[src/rtl/me_mem_rd_split_ctrl_if.sv]
// Pipeline and data-cache signals of the memory-stage read requester.
// The slave modport is the requester; the master modport is its environment.
interface me_mem_rd_split_ctrl_if #(
  parameter int LINE_W = 128,
  parameter int DATA_W = 64
);
  logic              V;
  logic              MEM_RD;
  logic [31:0]       MEM_RD_ADDR;
  logic [1:0]        MEM_SIZE;
  logic              EXC_EXIST;
  logic              FLUSH;
  logic              LD_EX;
  logic              DC_REQ_V;
  logic [31:0]       DC_REQ_ADDR;
  logic              DC_REQ_RDY;
  logic              DC_RSP_V;
  logic [LINE_W-1:0] DC_RSP_DATA;
  logic [DATA_W-1:0] RD_DATA;
  logic              RD_DATA_V;
  logic              ME_STALL;

  modport master (
    output V, MEM_RD, MEM_RD_ADDR, MEM_SIZE, EXC_EXIST, FLUSH, LD_EX,
           DC_REQ_RDY, DC_RSP_V, DC_RSP_DATA,
    input  DC_REQ_V, DC_REQ_ADDR, RD_DATA, RD_DATA_V, ME_STALL
  );

  modport slave (
    input  V, MEM_RD, MEM_RD_ADDR, MEM_SIZE, EXC_EXIST, FLUSH, LD_EX,
           DC_REQ_RDY, DC_RSP_V, DC_RSP_DATA,
    output DC_REQ_V, DC_REQ_ADDR, RD_DATA, RD_DATA_V, ME_STALL
  );
endinterface

[src/rtl/me_mem_rd_split_ctrl.sv]
// Memory-stage read requester: issues one or two line reads per access and
// merges the bytes into a right-justified, zero-extended operand.
module me_mem_rd_split_ctrl #(
  parameter int LINE_LOG2 = 4,
  parameter int LINE_W    = 8 << LINE_LOG2,
  parameter int DATA_W    = 64
) (
  input logic                   CLK,
  input logic                   RST,
  me_mem_rd_split_ctrl_if.slave bus
);

  localparam int OFF_W      = LINE_LOG2;
  localparam int TAG_W      = 32 - LINE_LOG2;
  localparam int LINE_BYTES = 1 << LINE_LOG2;

  typedef enum logic [2:0] {
    IDLE, REQ_LO, WAIT_LO, REQ_HI, WAIT_HI, DONE, DRAIN
  } state_e;

  state_e              state_q, state_d;
  logic [31:0]         addr_q;
  logic [1:0]          size_q;
  logic                split_q;
  logic [LINE_W-1:0]   line0_q;
  logic [DATA_W-1:0]   rd_data_q;

  logic                go, accept, cap_lo, cap_final, split_d;
  logic [OFF_W:0]      span;
  logic [2*LINE_W-1:0] cat, shifted;
  logic [DATA_W-1:0]   mask, merged;

  assign go      = bus.V & bus.MEM_RD & ~bus.EXC_EXIST & ~bus.FLUSH;
  assign span    = {1'b0, bus.MEM_RD_ADDR[OFF_W-1:0]} + ((OFF_W+1)'(1) << bus.MEM_SIZE);
  assign split_d = span > (OFF_W+1)'(LINE_BYTES);

  always_ff @(posedge CLK or negedge RST) begin
    if (!RST) state_q <= IDLE;
    else      state_q <= state_d;
  end

  // Flush outranks everything; an already-accepted request still owes a response (DRAIN).
  always_comb begin
    state_d   = state_q;
    accept    = 1'b0;
    cap_lo    = 1'b0;
    cap_final = 1'b0;
    unique case (state_q)
      IDLE: if (go) begin
        state_d = REQ_LO;
        accept  = 1'b1;
      end
      REQ_LO: begin
        if (bus.FLUSH)           state_d = bus.DC_REQ_RDY ? DRAIN : IDLE;
        else if (bus.DC_REQ_RDY) state_d = WAIT_LO;
      end
      WAIT_LO: begin
        if (bus.DC_RSP_V) begin
          if (bus.FLUSH) state_d = IDLE;
          else begin
            cap_lo = 1'b1;
            if (split_q) state_d = REQ_HI;
            else begin
              state_d   = DONE;
              cap_final = 1'b1;
            end
          end
        end else if (bus.FLUSH) state_d = DRAIN;
      end
      REQ_HI: begin
        if (bus.FLUSH)           state_d = bus.DC_REQ_RDY ? DRAIN : IDLE;
        else if (bus.DC_REQ_RDY) state_d = WAIT_HI;
      end
      WAIT_HI: begin
        if (bus.DC_RSP_V) begin
          if (bus.FLUSH) state_d = IDLE;
          else begin
            state_d   = DONE;
            cap_final = 1'b1;
          end
        end else if (bus.FLUSH) state_d = DRAIN;
      end
      DONE: begin
        if (bus.FLUSH) state_d = IDLE;
        else if (bus.LD_EX) begin
          if (go) begin
            state_d = REQ_LO;
            accept  = 1'b1;
          end else state_d = IDLE;
        end
      end
      DRAIN:   if (bus.DC_RSP_V) state_d = IDLE;
      default: state_d = IDLE;
    endcase
  end

  // {line1, line0} shifted down by the offset puts byte off+i at operand byte i.
  always_comb begin
    cat     = {bus.DC_RSP_DATA, (state_q == WAIT_HI) ? line0_q : bus.DC_RSP_DATA};
    shifted = cat >> {addr_q[OFF_W-1:0], 3'b000};
    mask    = '1;
    mask    = mask >> (DATA_W - (8 << size_q));
    merged  = shifted[DATA_W-1:0] & mask;
  end

  always_ff @(posedge CLK or negedge RST) begin
    if (!RST) begin
      addr_q    <= '0;
      size_q    <= '0;
      split_q   <= 1'b0;
      line0_q   <= '0;
      rd_data_q <= '0;
    end else begin
      if (accept) begin
        addr_q  <= bus.MEM_RD_ADDR;
        size_q  <= bus.MEM_SIZE;
        split_q <= split_d;
      end
      if (cap_lo)    line0_q   <= bus.DC_RSP_DATA;
      if (cap_final) rd_data_q <= merged;
    end
  end

  always_comb begin
    bus.DC_REQ_V    = 1'b0;
    bus.DC_REQ_ADDR = '0;
    bus.RD_DATA_V   = 1'b0;
    bus.ME_STALL    = 1'b0;
    unique case (state_q)
      IDLE:    bus.ME_STALL = go;
      REQ_LO: begin
        bus.DC_REQ_V    = 1'b1;
        bus.DC_REQ_ADDR = {addr_q[31:OFF_W], OFF_W'(0)};
        bus.ME_STALL    = 1'b1;
      end
      REQ_HI: begin
        bus.DC_REQ_V    = 1'b1;
        bus.DC_REQ_ADDR = {addr_q[31:OFF_W] + TAG_W'(1), OFF_W'(0)};
        bus.ME_STALL    = 1'b1;
      end
      WAIT_LO, WAIT_HI, DRAIN: bus.ME_STALL = 1'b1;
      DONE:    bus.RD_DATA_V = 1'b1;
      default: ;
    endcase
  end

  assign bus.RD_DATA = rd_data_q;

  rsp_only_when_owed: assert property (@(posedge CLK) disable iff (!RST)
    bus.DC_RSP_V |-> (state_q inside {WAIT_LO, WAIT_HI, DRAIN}));

endmodule

[src/flat_wrapper.sv]
// flat-port wrapper written by rule: the top's interface ports become plain ports
module me_mem_rd_split_ctrl_flat 
#(
  parameter int LINE_LOG2 = 4,
  parameter int LINE_W    = 8 << LINE_LOG2,
  parameter int DATA_W    = 64
)
  (CLK, RST, bus_V, bus_MEM_RD, bus_MEM_RD_ADDR, bus_MEM_SIZE, bus_EXC_EXIST, bus_FLUSH, bus_LD_EX, bus_DC_REQ_RDY, bus_DC_RSP_V, bus_DC_RSP_DATA, bus_DC_REQ_V, bus_DC_REQ_ADDR, bus_RD_DATA, bus_RD_DATA_V, bus_ME_STALL);
  me_mem_rd_split_ctrl_if #(.LINE_W(LINE_W), .DATA_W(DATA_W)) bus_i ();
  input logic CLK;
  input logic RST;
  input wire logic [$bits(bus_i.V)-1:0] bus_V;
  input wire logic [$bits(bus_i.MEM_RD)-1:0] bus_MEM_RD;
  input wire logic [$bits(bus_i.MEM_RD_ADDR)-1:0] bus_MEM_RD_ADDR;
  input wire logic [$bits(bus_i.MEM_SIZE)-1:0] bus_MEM_SIZE;
  input wire logic [$bits(bus_i.EXC_EXIST)-1:0] bus_EXC_EXIST;
  input wire logic [$bits(bus_i.FLUSH)-1:0] bus_FLUSH;
  input wire logic [$bits(bus_i.LD_EX)-1:0] bus_LD_EX;
  input wire logic [$bits(bus_i.DC_REQ_RDY)-1:0] bus_DC_REQ_RDY;
  input wire logic [$bits(bus_i.DC_RSP_V)-1:0] bus_DC_RSP_V;
  input wire logic [$bits(bus_i.DC_RSP_DATA)-1:0] bus_DC_RSP_DATA;
  output wire logic [$bits(bus_i.DC_REQ_V)-1:0] bus_DC_REQ_V;
  output wire logic [$bits(bus_i.DC_REQ_ADDR)-1:0] bus_DC_REQ_ADDR;
  output wire logic [$bits(bus_i.RD_DATA)-1:0] bus_RD_DATA;
  output wire logic [$bits(bus_i.RD_DATA_V)-1:0] bus_RD_DATA_V;
  output wire logic [$bits(bus_i.ME_STALL)-1:0] bus_ME_STALL;
  assign bus_i.V = bus_V;
  assign bus_i.MEM_RD = bus_MEM_RD;
  assign bus_i.MEM_RD_ADDR = bus_MEM_RD_ADDR;
  assign bus_i.MEM_SIZE = bus_MEM_SIZE;
  assign bus_i.EXC_EXIST = bus_EXC_EXIST;
  assign bus_i.FLUSH = bus_FLUSH;
  assign bus_i.LD_EX = bus_LD_EX;
  assign bus_i.DC_REQ_RDY = bus_DC_REQ_RDY;
  assign bus_i.DC_RSP_V = bus_DC_RSP_V;
  assign bus_i.DC_RSP_DATA = bus_DC_RSP_DATA;
  assign bus_DC_REQ_V = bus_i.DC_REQ_V;
  assign bus_DC_REQ_ADDR = bus_i.DC_REQ_ADDR;
  assign bus_RD_DATA = bus_i.RD_DATA;
  assign bus_RD_DATA_V = bus_i.RD_DATA_V;
  assign bus_ME_STALL = bus_i.ME_STALL;
  me_mem_rd_split_ctrl #(.LINE_LOG2(LINE_LOG2), .LINE_W(LINE_W), .DATA_W(DATA_W)) u_core (.CLK(CLK), .RST(RST), .bus(bus_i));
endmodule
[config.mk]
export PLATFORM = sky130hd
export DESIGN_NAME = me_mem_rd_split_ctrl_flat
export DESIGN_NICKNAME = d
export VERILOG_FILES = /design/src/rtl/me_mem_rd_split_ctrl_if.sv /design/src/rtl/me_mem_rd_split_ctrl.sv /design/src/flat_wrapper.sv
export SDC_FILE = /design/constraint.sdc
export NUM_CORES = 1
export LEC_CHECK = 0
export CAP_MARGIN = 20
export CORE_ASPECT_RATIO = 0.75
export CORE_MARGIN = 2
export CORE_UTILIZATION = 30
export DETAILED_ROUTE_END_ITERATION = 6
export GPL_TIMING_DRIVEN = 0
export PLACE_DENSITY_LB_ADDON = 0.2
export RECOVER_POWER = 100
export SLEW_MARGIN = 30
export SYNTH_ARGS = -nofsm -noshare
export SYNTH_HDL_FRONTEND = slang
export SYNTH_SLANG_ARGS = --single-unit
export TNS_END_PERCENT = 20
[constraint.sdc]
create_clock -name CLK -period 3.84 [get_ports CLK]
set_clock_uncertainty 0.15 [all_clocks]
set_input_delay 0.96 -clock CLK [delete_from_list [all_inputs] [get_ports CLK]]
set_output_delay 0.96 -clock CLK [all_outputs]
set_load 0.05 [all_outputs]
==> impl_metrics.tcl, run 1 <==
set metrics [dict create \
    outcome "complete, but fails checks" \
    failed_checks "capacitance limit, slew limit, setup timing" \
    grtUsageTotal 0.374 \
    io_pins 270 \
    max_stage_delay_ns 0.91 \
    place.gp.congestion 1.07 \
    cp_num_cells 6 \
    initial_core_util 0.302 \
    clock_sinks 230 \
    hold_violations 0 \
    fin_ws_ns -0.183 \
    startpoint_type "flip-flop" \
    clk_latency_ns 0.62 \
    ys_ff_latch 230 \
    dp_hpwl_um 81300 \
    synth-edff-count 0 \
    wl_met3_um 13800 \
    fillers 5592 \
    slowest_stage "clkbuf_1" \
    wirelength_um 111000 \
    drive_gt1_frac 0.243 \
    drv_slew 98 \
    drcViolationCount 0 \
    startpoint "u_core.addr_q[2]$_DFFE_PN0P_" \
    cts_buffers 29 \
    post-route-min-period_ns 4.02 \
    avgSynthCellArea_sq_um 10.3 \
    final_nets 2141 \
    cts_tree "built" \
    io_buffers 264 \
    netlist_instances 1640 \
    drtIter0Drc 2587 \
    endpoint_kind "flip-flop" \
    setup_viol_count_final 28 \
    rows 75 \
    endpoint "u_core.bus.RD_DATA[8]$_DFFE_PN0P_" \
    ant_nets 0 \
    grt_pass1_wl_um 149000 \
    crit_path_frequent_cell "clkbuf_1" \
    num_vias 17700 \
    rr_worst_depth 6 \
    firstDrtPassIters 7 \
    dp.cells 2649 \
    tightestPinTransition_ns 3.30 \
    ys_warn_count 0 \
    antenna_found_initial 3 \
    fmax_mhz 249 \
    fp.coreArea_sq_mm 0.0557 \
    timing.final.crit_share 1.05 \
    min_from "u_core.bus.RD_DATA[47]$_DFFE_PN0P_" \
    cts_buffer_depth 3 \
    wl_per_cell_um 40.7 \
    place_area_sq_mm 0.0207 \
    maxSlewHeadroom -1.20 \
    r2r-start "u_core.addr_q[2]$_DFFE_PN0P_" \
    crit_required_ns 4.16 \
    cts_hold_buf 0 \
    cts_root_buffer "clkbuf_16" \
    die_area_sq_mm 0.0581 \
    crit_family "buffers and inverters" \
    cellLeakagePower_nw 9.13 \
    reg2reg_slack_ns -0.18 \
    wl_met2_um 44700 \
    critPathMaxFanout 10 \
    clk_pin_slew_worst_paths_ns 0.06 \
    stdcell_count 2716 \
    fin_area_sq_mm 0.0218 \
    synth_cell_types 73 \
    syn2layout_area_growth_pct 29.1 \
    grt_max_degree 81 \
    synth_area_sq_mm 0.0169 \
    crit_buf_inv 4 \
    vias_per_cell 6.53 \
    grt_pass1_vias 17200 \
    cp.arrival_ns 4.35 \
    path_class "flip-flop to flip-flop" \
    die_x_um 278 \
    top_layer "met5" \
    gr-total-overflow 0 \
    met1_length_um 46800 \
    ys.flop_type "dfrtp_1" \
    htree_levels 1 \
    die_y_um 209 \
    powerDensity_mw_per_mm2 1020 \
    irDropWorstVdd_uv 441 \
    ys_async_sr_fraction 1.00 \
    r2r-end "u_core.bus.RD_DATA[8]$_DFFE_PN0P_" \
    cap_viol_max_count 6 \
    ys_seq_area_frac 0.342 \
    critical_path.cell_chain "clkbuf_1, clkbuf_2, clkbuf_1, clkbuf_1, o21ai_0, a211o_1" \
    hp-class "flip-flop to flip-flop" \
    rsz0062_at_grt "yes" \
]
## placed cells by master (no fill, tap or decap), types with 17 or more instances in the layout
cell / netlist / layout
o22ai_1: 23 / 23
dfrtp_1: 230 / 230
mux4_2: 97 / 97
clkdlybuf4s50_1: 0 / 167
clkbuf_1: 86 / 64
a21oi_1: 79 / 77
clkbuf_16: 0 / 29
nor2_1: 106 / 104
mux2i_1: 150 / 147
o21ai_0: 56 / 56
nand3_1: 30 / 30
mux2_2: 188 / 188
clkbuf_2: 0 / 53
xor2_1: 17 / 17
buf_4: 4 / 25
buf_2: 20 / 20
nand2_1: 217 / 216
dlygate4sd3_1: 0 / 66
## cell usage after synthesis, drive strengths merged (7+ instances only)
library cell / n / area share
a211o: 7 / 0.0036
a211oi: 10 / 0.0045
a21oi: 79 / 0.023
a221oi: 14 / 0.0073
a22o: 8 / 0.0042
a22oi: 12 / 0.0053
a31oi: 12 / 0.0045
a32o: 11 / 0.0065
a32oi: 10 / 0.0052
and3: 10 / 0.0037
buf: 54 / 0.017
clkbuf: 86 / 0.019
dfrtp: 230 / 0.34
inv: 10 / 0.0022
mux2: 192 / 0.13
mux2i: 150 / 0.089
mux4: 97 / 0.13
nand2: 217 / 0.048
nand2b: 9 / 0.0033
nand3: 30 / 0.0089
nand4: 14 / 0.0052
nor2: 106 / 0.024
nor3: 16 / 0.0048
nor3b: 7 / 0.0031
o211ai: 16 / 0.0071
o21a: 8 / 0.0036
o21ai: 59 / 0.018
o221ai: 16 / 0.0083
o22ai: 23 / 0.0085
o31ai: 8 / 0.0036
or3: 12 / 0.0045
xnor2: 8 / 0.0042
xor2: 17 / 0.0088
## repair_timing
item | 4_1_cts | 5_1_grt
setup buffers | 11 | 5
pin swaps | 10 | 3
endpoints found under the setup margin | 90 | 40
resized for setup | 122 | 47
## worst min-delay path by stage
stage	end	depth (start not counted)
2_1_floorplan	u_core.line0_q[0]$_DFFE_PN0P_	1
3_3_place_gp	u_core.bus.RD_DATA[59]$_DFFE_PN0P_	2
3_5_place_dp	u_core.bus.RD_DATA[47]$_DFFE_PN0P_	1
4_1_cts	u_core.bus.RD_DATA[26]$_DFFE_PN0P_	1
5_1_grt	u_core.bus.RD_DATA[47]$_DFFE_PN0P_	1
6_report	u_core.bus.RD_DATA[47]$_DFFE_PN0P_	1
## flip-flops by register name (all words and copies together) (netlist names)
register / count
u_core.bus.RD_DATA: 64
u_core.size_q: 2
u_core.line0_q: 128
u_core.split_q: 1
u_core.state_q: 3
u_core.addr_q: 32
## report_power, final
group          internal, mW  switching (mW)
Clock                  1.54            1.19
Combinational          4.88            10.0
Sequential             3.53           0.971
Total                  9.95            12.2
## logic make-up after synthesis
kind of cell,share of synthesized area
AO/OA/AOI/OAI,0.138
XOR/XNOR,0.0130
adder cells (fa/ha/maj),0.00490
buffers and inverters,0.0389
flip-flops,0.342
multiplexers,0.347
other,0.000223
AND/OR/NAND/NOR,0.116
## per-stage QoR
step	power, mW	hold slack [ns]	setup TNS, ns	worst slack, ns	utilization
3_3_place_gp	18.6	0.319	-2194.34	-9.26	0.366
2_1_floorplan	12.3	0.324	-0.111	-0.111	-
6_report	22.1	0.323	-2.23	-0.183	0.390
5_1_grt	22.4	0.347	-4.26	-0.140	0.390
3_5_place_dp	18.6	0.320	-45.42	-1.43	0.372
4_1_cts	21.5	0.127	-0.344	-0.0694	0.391
## cell type report
cell class,instances,area [sq um],area share
Multi-Input combinational cell,1261,10600,0.486
Sequential cell,230,5760,0.265
Timing Repair Buffer,292,2860,0.131
Tap cell,731,915,0.0421
Clock buffer,44,832,0.0383
Buffer,138,726,0.0334
Clock inverter,3,47.5,0.00219
Inverter,12,46.3,0.00213
Antenna cell,5,12.5,0.000575
## metal layers
metal | global-route usage | vias up
li1 | - | 6899
met1 | 0.521 | 9166
met2 | 0.525 | 1381
met3 | 0.143 | 277
met4 | 0.136 | 4
met5 | 0 | -
(Power assumes the default switching activity.)
==> run 2: changes to the inputs <==
--- a/config.mk
+++ b/config.mk
@@ -9,10 +9,12 @@
 export CORE_ASPECT_RATIO = 0.75
 export CORE_MARGIN = 2
 export CORE_UTILIZATION = 30
+export CTS_CLUSTER_SIZE = 14
 export DETAILED_ROUTE_END_ITERATION = 6
 export GPL_TIMING_DRIVEN = 0
 export PLACE_DENSITY_LB_ADDON = 0.2
 export RECOVER_POWER = 100
+export REMOVE_ABC_BUFFERS = 1
 export SLEW_MARGIN = 30
 export SYNTH_ARGS = -nofsm -noshare
 export SYNTH_HDL_FRONTEND = slang
==> run 2 against run 1 <==
  * The run ends with capacitance limit, slew limit left
  * Maximum frequency increased by 5.0%
  * Core utilization up 0.16 points
  * Sequential power increased by 5.1%
  * Register-to-register slack gained 0.23 ns
  * Die area stayed put
  * Setup slack improved by 0.19 ns
  * Total power is 12% lower
  * Combinational power is 21% lower
==> impl_metrics.tcl, run 2 (same netlist as run 1, synthesis figures left out) <==
set metrics [dict create \
    outcome "complete, but fails checks" \
    failed_checks "capacitance limit, slew limit" \
    rr_worst_depth 6 \
    grt_pass1_vias 15300 \
    place_area_sq_mm 0.0207 \
    startpoint "u_core.addr_q[4]$_DFFE_PN0P_" \
    fillers 5492 \
    fp.coreArea_sq_mm 0.0557 \
    die_x_um 278 \
    multi_input_area_sq_mm 0.0106 \
    grt_pass1_wl_um 101000 \
    gr-total-overflow 0 \
    crit_required_ns 2.73 \
    startpoint_type "flip-flop" \
    hp-class "flip-flop to flip-flop" \
    largest_reg_flops 128 \
    rsz0062_at_grt "yes" \
    antenna_found_initial 8 \
    fmax_mhz 261 \
    cts_buffers 29 \
    drtIter0Drc 1581 \
    drv_slew 37 \
    cp.arrival_ns 2.72 \
    hold_violations 0 \
    cts_tree "built" \
    wl_per_cell_um 25.5 \
    ant_nets 0 \
    fin_util 0.392 \
    grtUsageTotal 0.228 \
    setup_viol_count_final 0 \
    timing.final.crit_share 0.998 \
    path_class "flip-flop to output pin" \
    cellLeakagePower_nw 9.11 \
    endpoint_kind "output pin" \
    die_area_sq_mm 0.0581 \
    ff_latch_area_sq_mm 0.00578 \
    drive_gt1_frac 0.242 \
    irDropWorstVdd_uv 385 \
    top_register "u_core.line0_q" \
    post-route-min-period_ns 3.83 \
    die_y_um 209 \
    r2r-end "u_core.bus.RD_DATA[6]$_DFFE_PN0P_" \
    htree_levels 1 \
    clk_pin_slew_worst_paths_ns 0.06 \
    syn2layout_area_growth_pct 29.6 \
    cts_buffer_depth 3 \
    rows 75 \
    clk_latency_ns 0.57 \
    final_nets 2048 \
    critPathMaxFanout 5 \
    tightestPinTransition_ns 2.47 \
    io_pins 270 \
    num_vias 15300 \
    powerDensity_mw_per_mm2 887 \
    hold_path_end "u_core.bus.RD_DATA[59]$_DFFE_PN0P_" \
    initial_core_util 0.302 \
    cap_viol_max_count 1 \
    place.gp.congestion 0.887 \
    final_common_cell "dfrtp_1" \
    io_buffers 265 \
    grt_max_degree 77 \
    cts_hold_buf 0 \
    firstDrtPassIters 6 \
    clock_sinks 230 \
    final_cell_mix "222 x dfrtp_1, 215 x nand2_1, 188 x mux2_2" \
    min_from "u_core.bus.RD_DATA[59]$_DFFE_PN0P_" \
    whs_path_depth 2 \
    dp_hpwl_um 48600 \
    cts_root_buffer "clkbuf_16" \
    maxSlewHeadroom -0.647 \
    reg2reg_slack_ns 0.05 \
    drcViolationCount 0 \
    fin_area_sq_mm 0.0218 \
    vias_per_cell 5.82 \
    r2r-start "u_core.addr_q[2]$_DFFE_PN0P_" \
    wirelength_um 67000 \
]
==> run 2: cell count changes in the layout (fill, tap and decap cells not counted), moves of 8 or more <==
| cell | change |
|---|---|
| clkbuf_1 | -51 |
| buf_16 | +9 |
| buf_4 | +11 |
| clkdlybuf4s50_1 | +10 |
| nor2_1 | -8 |
| buf_2 | -13 |
| dfrtp_1 | -8 |
| clkbuf_2 | -47 |
==> run 2: layer usage <==
layer | vias to the layer above | GRT usage | share of wire
li1 | 6725 | - | -
met1 | 7677 | 0.327 | 0.44
met2 | 740 | 0.342 | 0.44
met3 | 133 | 0.0444 | 0.083
met4 | 6 | 0.0785 | 0.034
met5 | - | 0 | 0.00058
==> run 2: how the worst max path moves through the flow <==
stage / endpoint / slack (ns) / depth (start not counted)
after floorplan: u_core.bus.RD_DATA[21]$_DFFE_PN0P_ / -5.52 / 5
after global placement: u_core.bus.RD_DATA[1]$_DFFE_PN0P_ / -10.67 / 5
after detailed placement: u_core.bus.RD_DATA[40]$_DFFE_PN0P_ / -1.14 / 7
after CTS: bus_DC_REQ_ADDR[28] / -0.11 / 8
after global routing: bus_DC_REQ_ADDR[28] / -0.09 / 8
final: bus_DC_REQ_ADDR[28] / 0.007 / 8
==> run 2: through the flow <==
stage	setup TNS (ns)	total power [mW]	instances	hold slack (ns)	setup slack, ns
global route	-1.65	20.4	2626	0.358	-0.0923
finish	0	19.4	2627	0.332	0.00739
detailed placement	-39.50	16.3	2551	0.332	-1.14
global placement	-3769.42	15.7	2499	0.328	-10.67
floorplan	-677.83	12.5	1503	0.324	-5.52
CTS	-0.359	19.3	2613	0.126	-0.114
==> run 2: layout make-up <==
class,instances,area share
repair buffers,337,0.158
flip-flops and latches,230,0.264
clock inverters,10,0.00688
multi-input cells,1261,0.486
diodes,4,0.000458
well taps,731,0.0419
clock buffers,42,0.0396
inverters,12,0.00275
==> run 2: what timing repair did <==
item / in CTS / in global routing
pin swaps: 3 / 4
buffers inserted: 10 / 10
endpoints found under the setup margin: 51 / 43
resized for setup: 79 / 27
==> run 2: critical path: stages (launching register included) <==
cell	delay [ns]
dfrtp_1	0.40
ha_4	0.15
and3_4	0.21
nor3b_4	0.31
nand2_2	0.10
or2_4	0.26
or3_1	0.35
a21oi_1	0.16
buf_4	0.22
==> run 2: power by group <==
part           total [mW]  internal [mW]  switching, mW
registers            4.73           3.54           1.18
logic                11.7           4.90           6.80
clock network        2.95           1.81           1.14
==> patch, RTL diff (flow settings as in run 2) <==
`LINE_LOG2` is set to 4 in 2 places; all go to 5.
--- a/src/rtl/me_mem_rd_split_ctrl.sv
+++ b/src/rtl/me_mem_rd_split_ctrl.sv
@@ -3,3 +3,3 @@
 module me_mem_rd_split_ctrl #(
-  parameter int LINE_LOG2 = 4,
+  parameter int LINE_LOG2 = 5,
   parameter int LINE_W    = 8 << LINE_LOG2,
--- a/src/flat_wrapper.sv
+++ b/src/flat_wrapper.sv
@@ -3,3 +3,3 @@
 #(
-  parameter int LINE_LOG2 = 4,
+  parameter int LINE_LOG2 = 5,
   parameter int LINE_W    = 8 << LINE_LOG2,
Ports: changed (resized bus_DC_RSP_DATA); port bits go from 270 to 398. No check against the original RTL was run, so the function may have changed too.
==> patch against run 2 <==
The run ends with capacitance limit, slew limit, setup timing left; utilization fell by 0.36 points; worst hold slack got worse by 0.24 ns; combinational power rose by 64%; via count rose by 64%; sequential cell count rose by 128; count of clock-buffer cells in the layout rose by 24; wire length rose by 85%; area after synthesis rose by 65%; final area rose by 63%; critical path depth rose by 1; total power rose by 60%; setup slack got worse by 0.018 ns; largest cell class unchanged; largest power group unchanged.
==> patch: results (changes against run 2) <==
[clock_tree]
cts_made_buffers=44  ; +52%
root_buffer=clkbuf_16
cts_htree_levels=2  ; +1
cts_setup_buffers=6  ; -4
insertion_delay_ns=0.62  ; +0.05 ns
post_cts_resized=77  ; -2.5%

[power]
p_seq_share_pct=23.8  ; -0.6 points
power.switching_mw=14.55  ; +60%
pg_comb_mw=19.2  ; +64%
p_leak_nw=14.21  ; +56%
peakVddDrop_v=0.0004321  ; +12%

[detailed_routing]
wire_per_inst_um=30.39  ; +19%
vias_per_cell=6.156  ; +5.8%
first_pass_iters=6  ; unchanged
dr_wl_met3_um=13580  ; +140%
drt-initial-drc-count=2836  ; +79%
wl_met1_um=51730  ; +74%
dr_wl_met2_um=54010  ; +83%

[placed_design]
post-place-ws_ns=-1.145  ; -0.004190 ns
dp_hpwl_um=92290  ; +90%
gp_routability_congestion=0.8989  ; +1.4%
dpl-instance-area_um2=34180  ; +65%
place_inst=3979  ; +56%
port_buffers=392  ; +48%

[logic_synthesis]
synth_fa_ha_area_share_pct=0.2975  ; -0.19 points
yosys.area_share.xor_xnor_pct=0.7572  ; -0.54 points
synthCells=2483  ; +51%
yosysUniqueCellTypes=77  ; +5.5%
synth_compound_area_share_pct=13.36  ; -0.43 points
ys_top_cells_by_area=dfrtp_1 (32%), mux4_2 (20%), mux2_2 (13%)
synthTopCellsByCount=dfrtp_1 (358), mux2_2 (320), nand2_1 (253), mux4_2 (251), mux2i_1 (194)
synthMuxAreaShare_pct=40.34  ; +5.6 points
yosysSeqAreaShare_pct=32.27  ; -1.9 points

[sta]
setup_tns_ns=-0.01035  ; -0.01035 ns
maxSlewViolCount=129  ; +250%
hold_violations=0  ; unchanged
setup_ws_ns=-0.01035  ; -0.01774 ns
tightest_slew_ns=1.974  ; -0.4968 ns
finalSetupViolations=1  ; +1

[final_layout]
layout-drive-gt1-share_pct=29.50  ; +5.3 points
largest_reg_flops=256  ; +100%
nNetsFinal=3117  ; +52%
layoutNonFillerInstCount=4081  ; +55%

[critical_path]
cpLargestDelayFamily=simple AND/OR/NAND/NOR gates
slowest_delay_ns=0.84  ; +0.44 ns
crit_slowest_cell=dfrtp_2
worst_ep_arrival_time_ns=4.21  ; +1.49 ns
critPathMaxFanout=27  ; +22

[flow_run]
drv_cap=2  ; +1

[run_status]
violations=capacitance limit, slew limit, setup timing
status=finished, violations left

[global_route]
antenna_found_initial=28  ; +20
grt_pass1_wl_um=177900  ; +76%
grt_max_degree=79  ; +2.6%
use_met2_pct=37.84  ; +3.7 points
grt_pass1_vias=24852  ; +63%
grt_use_met3_pct=7.748  ; +3.3 points
grtUsageTotal_pct=25.46  ; +2.7 points

[worst_hold_path]
hold_path_class=in -> async

==> patch: cell count changes after synthesis, moves of 18 or more <==
cell	run 2	this run
buf_2	20	40
o21ai_0	56	81
clkbuf_1	86	135
mux2_2	188	320
a22oi_1	12	75
a221oi_1	14	35
nand3_1	30	53
dfrtp_1	230	358
o211ai_1	16	35
mux4_2	97	251
nor2_1	106	124
mux2i_1	150	194
nand2_1	217	253
==> patch: worst reg2reg max path, delay by kind of cell (launching register included) <==
| family | cells | cell delay, ns |
|---|---|---|
| AND/OR/NAND/NOR | 3 | 1.04 |
| buffers and inverters | 3 | 0.86 |
| AO/OA/AOI/OAI | 3 | 0.84 |
| flip-flops | 1 | 0.84 |
==> patch: area by class of cell <==
class	count	area, um2
timing repair buffer	514	5508
antenna	12	30.03
multi-input combinational	1875	17950
clock buffer	66	1325
clock inverter	12	110.1
fill	8937	56000
inverter	19	88.84
sequential	358	8981
tap	1225	1533
==> patch: final timing paths <==
| path | end | depth (start not counted) | slack, ns | startpoint |
|---|---|---|---|---|
| max | u_core.bus.RD_DATA[6] | 9 | -0.01 | u_core.addr_q[2] |
| min | u_core.line0_q[109] | 1 | 0.09 | RST |
| max reg2reg | u_core.bus.RD_DATA[6] | 9 | -0.01 | u_core.addr_q[2] |
| min reg2reg | u_core.bus.RD_DATA[55] | 1 | 0.35 | u_core.bus.RD_DATA[55] |
| max in group asynchronous | u_core.line0_q[127] | 4 | 0.69 | RST |
| min in group CLK | u_core.bus.RD_DATA[55] | 1 | 0.35 | u_core.bus.RD_DATA[55] |
==> patch: cells by family (layout without fill, tap and decap cells) <==
logic type | Yosys count | after routing
mux | 765 | 765
simple gates | 552 | 552
compound gates | 523 | 523
flops | 358 | 358
buf+inv | 254 | 611
xor+xnor | 24 | 24
fa+ha+maj | 6 | 6
other cells | 1 | 17
